[config.mk]
export PLATFORM = sky130hd
export DESIGN_NAME = pe_frame_loader
export DESIGN_NICKNAME = d
export VERILOG_FILES = /design/src/rtl/pe_frame_loader.sv
export SDC_FILE = /design/constraint.sdc
export NUM_CORES = 1
export LEC_CHECK = 0
export ABC_CLOCK_PERIOD_IN_PS = 3000
export BUFFER_PORTS_ARGS = -buffer_cell sky130_fd_sc_hd__buf_2
export CELL_PAD_IN_SITES_DETAIL_PLACEMENT = 0
export CELL_PAD_IN_SITES_GLOBAL_PLACEMENT = 1
export CORE_ASPECT_RATIO = 0.8
export CORE_MARGIN = 2
export CORE_UTILIZATION = 39
export DETAILED_ROUTE_END_ITERATION = 16
export PLACE_DENSITY = 0.82
export SLEW_MARGIN = 20
export SYNTH_ARGS = -nofsm -noshare
export SYNTH_HDL_FRONTEND = slang
export SYNTH_SLANG_ARGS = --single-unit
[constraint.sdc]
create_clock -name clk -period 3 [get_ports clk]
set_clock_uncertainty 0.05 [all_clocks]
set_input_delay 0.6 -clock clk [delete_from_list [all_inputs] [get_ports clk]]
set_output_delay 0.6 -clock clk [all_outputs]
set_load 0.02 [all_outputs]
[src/rtl/pe_frame_loader.sv]
// pe_frame_loader: assembles a serial 2-bit stream into the PE array's 18-bit filter and 128-bit image buses.
// Optional feature: define PE_LOADER_FILT_REUSE_EN to skip reloading an already valid filter.
module pe_frame_loader (
  input  logic         clk,
  input  logic         rst_n,
  input  logic         clr,
  input  logic [1:0]   s_data,
  input  logic         s_valid,
  output logic         s_ready,
`ifdef PE_LOADER_FILT_REUSE_EN
  input  logic         filt_load,
`endif
  output logic [17:0]  filter_bus,
  output logic [127:0] in_bus,
  output logic         frame_valid,
  input  logic         frame_ready,
  output logic         busy
);
  typedef enum logic [1:0] {IDLE, LOAD_FILT, LOAD_PIX, HOLD} state_t;
  state_t state_q, state_d, entry;
  logic [3:0] j_q, j_d;
  logic [6:0] k_q, k_d;
  logic [17:0] filter_q, filter_d;
  logic [127:0] in_q, in_d;
  logic s_ready_q, s_ready_d, frame_valid_q, frame_valid_d, busy_q, busy_d;
  logic acc;
`ifdef PE_LOADER_FILT_REUSE_EN
  logic filt_ok_q, filt_ok_d;
  assign entry = (filt_ok_q && !filt_load) ? LOAD_PIX : LOAD_FILT;
`else
  assign entry = LOAD_FILT;
`endif
  assign acc = s_valid & s_ready_q;
  assign s_ready = s_ready_q;
  assign frame_valid = frame_valid_q;
  assign busy = busy_q;
  assign filter_bus = filter_q;
  assign in_bus = in_q;
  // next-state logic: clr overrides every handshake and restarts the frame without touching the buses
  always_comb begin
    state_d = state_q;
    j_d = j_q;
    k_d = k_q;
    filter_d = filter_q;
    in_d = in_q;
    frame_valid_d = frame_valid_q;
    busy_d = busy_q;
`ifdef PE_LOADER_FILT_REUSE_EN
    filt_ok_d = filt_ok_q;
`endif
    if (clr) begin
      state_d = entry;
      j_d = '0;
      k_d = '0;
      frame_valid_d = 1'b0;
      busy_d = 1'b0;
    end else begin
      case (state_q)
        IDLE: state_d = entry;
        LOAD_FILT: if (acc) begin
          filter_d[2*j_q +: 2] = s_data;
          busy_d = 1'b1;
          j_d = (j_q == 4'd8) ? 4'd0 : j_q + 4'd1;
          if (j_q == 4'd8) begin
            state_d = LOAD_PIX;
            k_d = '0;
`ifdef PE_LOADER_FILT_REUSE_EN
            filt_ok_d = 1'b1;
`endif
          end
        end
        LOAD_PIX: if (acc) begin
          in_d[2*k_q +: 2] = s_data;
          busy_d = k_q != 7'd63;
          k_d = (k_q == 7'd63) ? 7'd0 : k_q + 7'd1;
          if (k_q == 7'd63) begin
            state_d = HOLD;
            frame_valid_d = 1'b1;
          end
        end
        HOLD: if (frame_ready) begin
          state_d = entry;
          frame_valid_d = 1'b0;
          j_d = '0;
          k_d = '0;
        end
        default: state_d = IDLE;
      endcase
    end
    s_ready_d = (state_d == LOAD_FILT) || (state_d == LOAD_PIX);
  end
  // state and registered outputs; reset clears everything including the reuse flag
  always_ff @(posedge clk or negedge rst_n) begin
    if (!rst_n) begin
      state_q <= IDLE;
      j_q <= '0;
      k_q <= '0;
      filter_q <= '0;
      in_q <= '0;
      s_ready_q <= 1'b0;
      frame_valid_q <= 1'b0;
      busy_q <= 1'b0;
`ifdef PE_LOADER_FILT_REUSE_EN
      filt_ok_q <= 1'b0;
`endif
    end else begin
      state_q <= state_d;
      j_q <= j_d;
      k_q <= k_d;
      filter_q <= filter_d;
      in_q <= in_d;
      s_ready_q <= s_ready_d;
      frame_valid_q <= frame_valid_d;
      busy_q <= busy_d;
`ifdef PE_LOADER_FILT_REUSE_EN
      filt_ok_q <= filt_ok_d;
`endif
    end
  end
endmodule

## After elaboration in Yosys (flattened, before gate mapping)

Cells that the tools add are included.

| storage, ports and cells | value |
|---|---|
| register bits after elaboration | 162 |
| input bits | 7 |
| output and inout port bits | 149 |
| logic and storage cells | 73 |

| cells by class | value |
|---|---|
| $add $sub $neg | 4 |
| equality and inequality tests | 13 |
| shifts and indexed selects | 4 |
| muxes and demuxes | 30 |
| bitwise gates (word level) | 2 |
| reductions and logical operators | 12 |

Operator list:

| operator | count |
|---|---|
| bitwise mux 128 bit | 1 |
| variable shift 2 x 34 -> 128 bit (first input constant) | 1 |
| variable part select 2 x 34 -> 128 bit | 1 |
| two-way mux 7 bit | 6 |
| negation 5 -> 34 bit | 1 |
| negation 8 -> 34 bit | 1 |
| variable shift 2 x 34 -> 18 bit (first input constant) | 1 |
| variable part select 2 x 34 -> 18 bit | 1 |
| one-hot mux 7 bit (3 select lines) | 1 |
| bitwise mux 18 bit | 1 |
| two-way mux 4 bit | 4 |
| != test 3 bit (second input constant) | 5 |
| two-way mux 2 bit | 6 |
| AND reduction 3 bit | 4 |
| nonzero test 3 bit | 3 |
| one-hot mux 2 bit (4 select lines) | 1 |
| one-hot mux 4 bit (2 select lines) | 1 |
| adder 7 x 1 -> 7 bit (second input constant) | 1 |
| equality test 7 x 6 -> 1 bit (second input constant) | 1 |
| two-way mux 1 bit | 7 |
| != test 7 x 6 -> 1 bit (second input constant) | 1 |
| equality test 2 bit (second input constant) | 3 |
| AND reduction 5 bit | 1 |
| adder 4 x 1 -> 4 bit (second input constant) | 1 |
| other kinds (9) | 11 |

## Depth between registers and ports, before layout

| logic depth | value |
|---|---|
| depth in word-level cells | 7 |
| depth in mapped cells | 12 |
| mapped depth without buffers | 10 |

## Worst setup path before layout

No wires, ideal clock.

| timing path | value |
|---|---|
| path type | register -> register |
| from | register k_q[0] |
| to | register in_q[26], in the netlist in_bus[26] |
| library setup time | 0.125 ns |
| arrival | 2.627 ns |
| data required time | 2.825 ns |
| slack | 0.198 ns |
| stages on the path, launching flop included | 12 |
| buffers on the path | 2 |
| period minus slack after synthesis | 2.802 ns |
| path through | dfrtp_1 buf_2 inv_1 ha_1 nand2b_1 nor4_1 ha_1 nand3_1 nor4_1 buf_2 nand3_1 mux2_2 |

| on the way | value |
|---|---|
| cells in the longest elaborated chain, start to end | 3 |
| elaborated cells on any way between the ends | 4 |
| classes of those cells | 1 x add/sub; 2 x shift; 1 x mux |

Ends and longest elaborated chain:

| element | line | source |
|---|---|---|
| start: declaration | 22 | `logic [6:0] k_q, k_d;` |
| start signal: assignment | 109 | `k_q <= k_d;` |
| negation 8 -> 34 bit * | 73 | `in_d[2*k_q +: 2] = s_data;` |
| variable part select 2 x 34 -> 128 bit / variable shift 2 x 34 -> 128 bit (equally long branches) | 73 |  |
| bitwise mux 128 bit * | 73 |  |
| end signal: assignment | 111 | `in_q <= in_d;` |
| end: declaration | 24 | `logic [127:0] in_q, in_d;` |

Every way passes the cells marked *; elsewhere a longest branch is shown, timed or not.
A chain may end at the register's enable or synchronous reset.

## Worst setup path in the final report

| timing path | value |
|---|---|
| from | register k_q[0] |
| to | register in_q[117], in the netlist in_bus[117] |

Same word-level chain as after synthesis.

==> key figures <==
Status
  • Status: finished clean

Synth
  • Ys flop type: dfrtp_1
  • Number of synthesized register bits: 162
  • Commonest cells post-synth: dfrtp_1, mux2_2, o21ai_0
  • Post-synth design cell area: 7620 um^2
  • Yosys warns: 0
  • Sequential element share of the synthesized area: 0.532
  • Top cell type's share of synthesized area: 0.532
  • Synth async-reset ratio: 1.00
  • Syn_nets: 704
  • Area contributors post-synth: dfrtp_1, mux2_2, o21ai_0, nand2_1, nand3_1
  • Syn avg cell area: 11.0 um^2
  • Count of cell types in the netlist: 57
  • Dominant cell by count in the synthesized netlist: dfrtp_1
  • Largest area contributor in the netlist: dfrtp_1
  • EDFF count, synth: 0
  • Gate Count Post-Synth: 690

Final layout
  • Nets: 880
  • Area Overhead vs Synth: 25.3%
  • Layout cell share with drive strength beyond 1: 0.406
  • # diodes: 0

STA
  • Hold Violations, Final: 0
  • Fin. max-slew vios: 0
  • Finish-stage setup viols: 0
  • Tmin final: 2.80 ns
  • Fmax: 0.357 GHz
  • Rel. slew slack: 0.478
  • Final critical-path setup slack: 0.199 ns
  • Worst-margin pin slew: 0.771 ns
  • Final period util: 0.934

Drt
  • Drt wl/cell: 17.8 um
  • ANT nets after route: 0
  • Initial DRC Count: 486
  • 1st-pass router iterations: 4
  • # DRC: 0
  • Total wire length: 20,200 um
  • Vias per cell: 5.25
  • DR vias: 5,967

Die
  • Die Span Y: 129 um
  • Die area: 20,700 um^2
  • Initial Util: 0.399
  • Io pins: 156
  • FP Rows: 45
  • Chip Width: 160 um
  • Core ar.: 19,100 um^2

Worst setup path
  • Crit path kind: flop to flop
  • Reg-to-Reg Start: k_q[0]
  • Critical-path maximum fanout: 9
  • Reg2reg setup slack: 0.20 ns
  • Worst Setup Start Kind: flop
  • R2r worst-path depth: 9
  • Critical Path AT: 3.07 ns
  • Crit end category: flop
  • Worst Path Required: 3.27 ns
  • Worst R2R End: in_bus[117]

Pwr
  • Leak: 4.87 nW
  • Part of the power in registers: 0.461
  • Pwr Density: 509 nW/um^2
  • Switching Power: 1.15 mW
  • Pint: 3.71 mW
  • Comb pwr share: 0.049
  • Power Total: 4.86 mW
  • Clock Power Share: 0.490
  • Sw Ratio: 0.236
  • Worst vdd ir: 0.000293 V

Placed design
  • Worst slack at placement: 0.110 ns
  • Number of buffers added on ports: 155
  • RD Place Congestion: 0.917
  • Post-DP HPWL: 15,200 um

Clock network
  • Clk slew on worst S/H paths: 0.07 ns
  • Num CTS Buffers: 17
  • H-Tree Depth: 4
  • CTS tree: done
  • Root Buffer: clkbuf_16
  • Clock buffer depth: 2
  • Clock Latency Late Sink: 0.42 ns
  • Clock Sink Count: 162

GRT
  • Vias in the first global route: 5,831
  • GRT overflow: 0
  • Met3 GRT Util: 0.0483
  • GRT Max-Usage Layer: met2
  • Largest net degree at the start of global routing: 58
  • Global Route Usage Sum: 0.201
  • Initial antenna violation count: 0
  • Met2 usage: 0.298
  • First-pass GRT wire length: 32,400 um
  • Met1 usage: 0.297

Job
  • Number of max-cap violations: 0

Min path
  • Hold crit path type: primary input to async pin
==> state kept, by name, summed over array words and instances, names as in the netlist <==
name         flops
busy             1
filter_bus      18
frame_valid      1
in_bus         128
j_q              4
k_q              7
s_ready          1
state_q          2
==> power groups by stage <==
stage	Clock, mW	Sequential [mW]	Combinational, mW
2_1_floorplan	0	2.30	0.104
3_3_place_gp	0	2.28	0.242
3_5_place_dp	0	2.28	0.243
4_1_cts	2.43	2.24	0.242
5_1_grt	2.54	2.24	0.269
6_report	2.38	2.24	0.236
==> per-stage QoR <==
stage	std cells	hold slack, ns	setup TNS [ns]	instance area [um^2]	utilization
floorplan	690	0.254	0	7620	-
global placement	1104	0.425	0	8850	0.464
detailed placement	1104	0.428	0	8850	0.464
CTS	1136	0.0991	0	9500	0.498
global route	1137	0.120	-0.00177	9550	0.500
finish	1137	0.0865	0	9550	0.500
==> layer usage <==
layer | routed length, um | vias up
li1 | - | 2825
met1 | 9750 | 2948
met2 | 8970 | 178
met3 | 1250 | 16
met4 | 264 | 0
met5 | 0 | -
==> worst max-delay path by stage <==
stage	to	slack, ns	start
final	in_bus[117]	0.20	k_q[0]
after global routing	in_bus[24]	-0.002	k_q[0]
after CTS	in_bus[42]	0.14	k_q[0]
after detailed placement	in_bus[42]	0.11	k_q[0]
after global placement	in_bus[106]	0.13	k_q[0]
after floorplan	in_bus[26]	0.20	k_q[0]
==> final cells by class <==
cell class | count | area [um^2]
repair buffers | 193 | 1070
flip-flops and latches | 162 | 4050
multi-input cells | 478 | 3400
well taps | 258 | 323
fillers | 1711 | 9540
clock buffers | 18 | 429
clock inverters | 14 | 220
inverters | 14 | 52.6
==> repair_timing <==
action	CTS	global route
endpoints found under the hold margin	0	0
hold buffers	0	0
endpoints found under the setup margin	0	59
buffers inserted	0	1
resized for setup	0	8
==> cell usage in the layout, fill, tap and decap left out, types with 4 or more instances in the layout <==
cell / count
nor2b_1: 8
clkbuf_16: 17
and3_1: 9
nand3_1: 32
a31oi_1: 4
ha_1: 6
mux2_2: 111
nand2b_1: 7
nor3b_2: 4
o21ai_0: 73
nor3_1: 20
nand2_1: 63
nor2_1: 38
buf_4: 38
bufinv_16: 4
inv_1: 14
nor4_1: 4
inv_8: 4
nor3_2: 4
nor3b_1: 6
mux2i_1: 4
buf_2: 154
nand4_1: 6
a21oi_1: 10
mux2_1: 4
or3_1: 6
and2_1: 11
dfrtp_1: 162
==> kinds of logic after synthesis <==
family	after synthesis	share of synthesized area
AO/OA/AOI/OAI	112	0.0893
buffers and inverters	50	0.0282
adder cells (fa/ha/maj)	7	0.0115
XOR/XNOR	3	0.00345
multiplexers	119	0.175
flip-flops	162	0.532
AND/OR/NAND/NOR	237	0.160
==> worst max-delay path: stages, from the launching register on <==
cell	delay, ns
dfrtp_1	0.37
inv_1	0.14
ha_2	0.27
nand2b_1	0.10
nor4_1	0.29
ha_1	0.24
nand3_1	0.23
a211oi_4	0.34
nor3b_2	0.33
mux2_2	0.36
(Power assumes the default switching activity.)
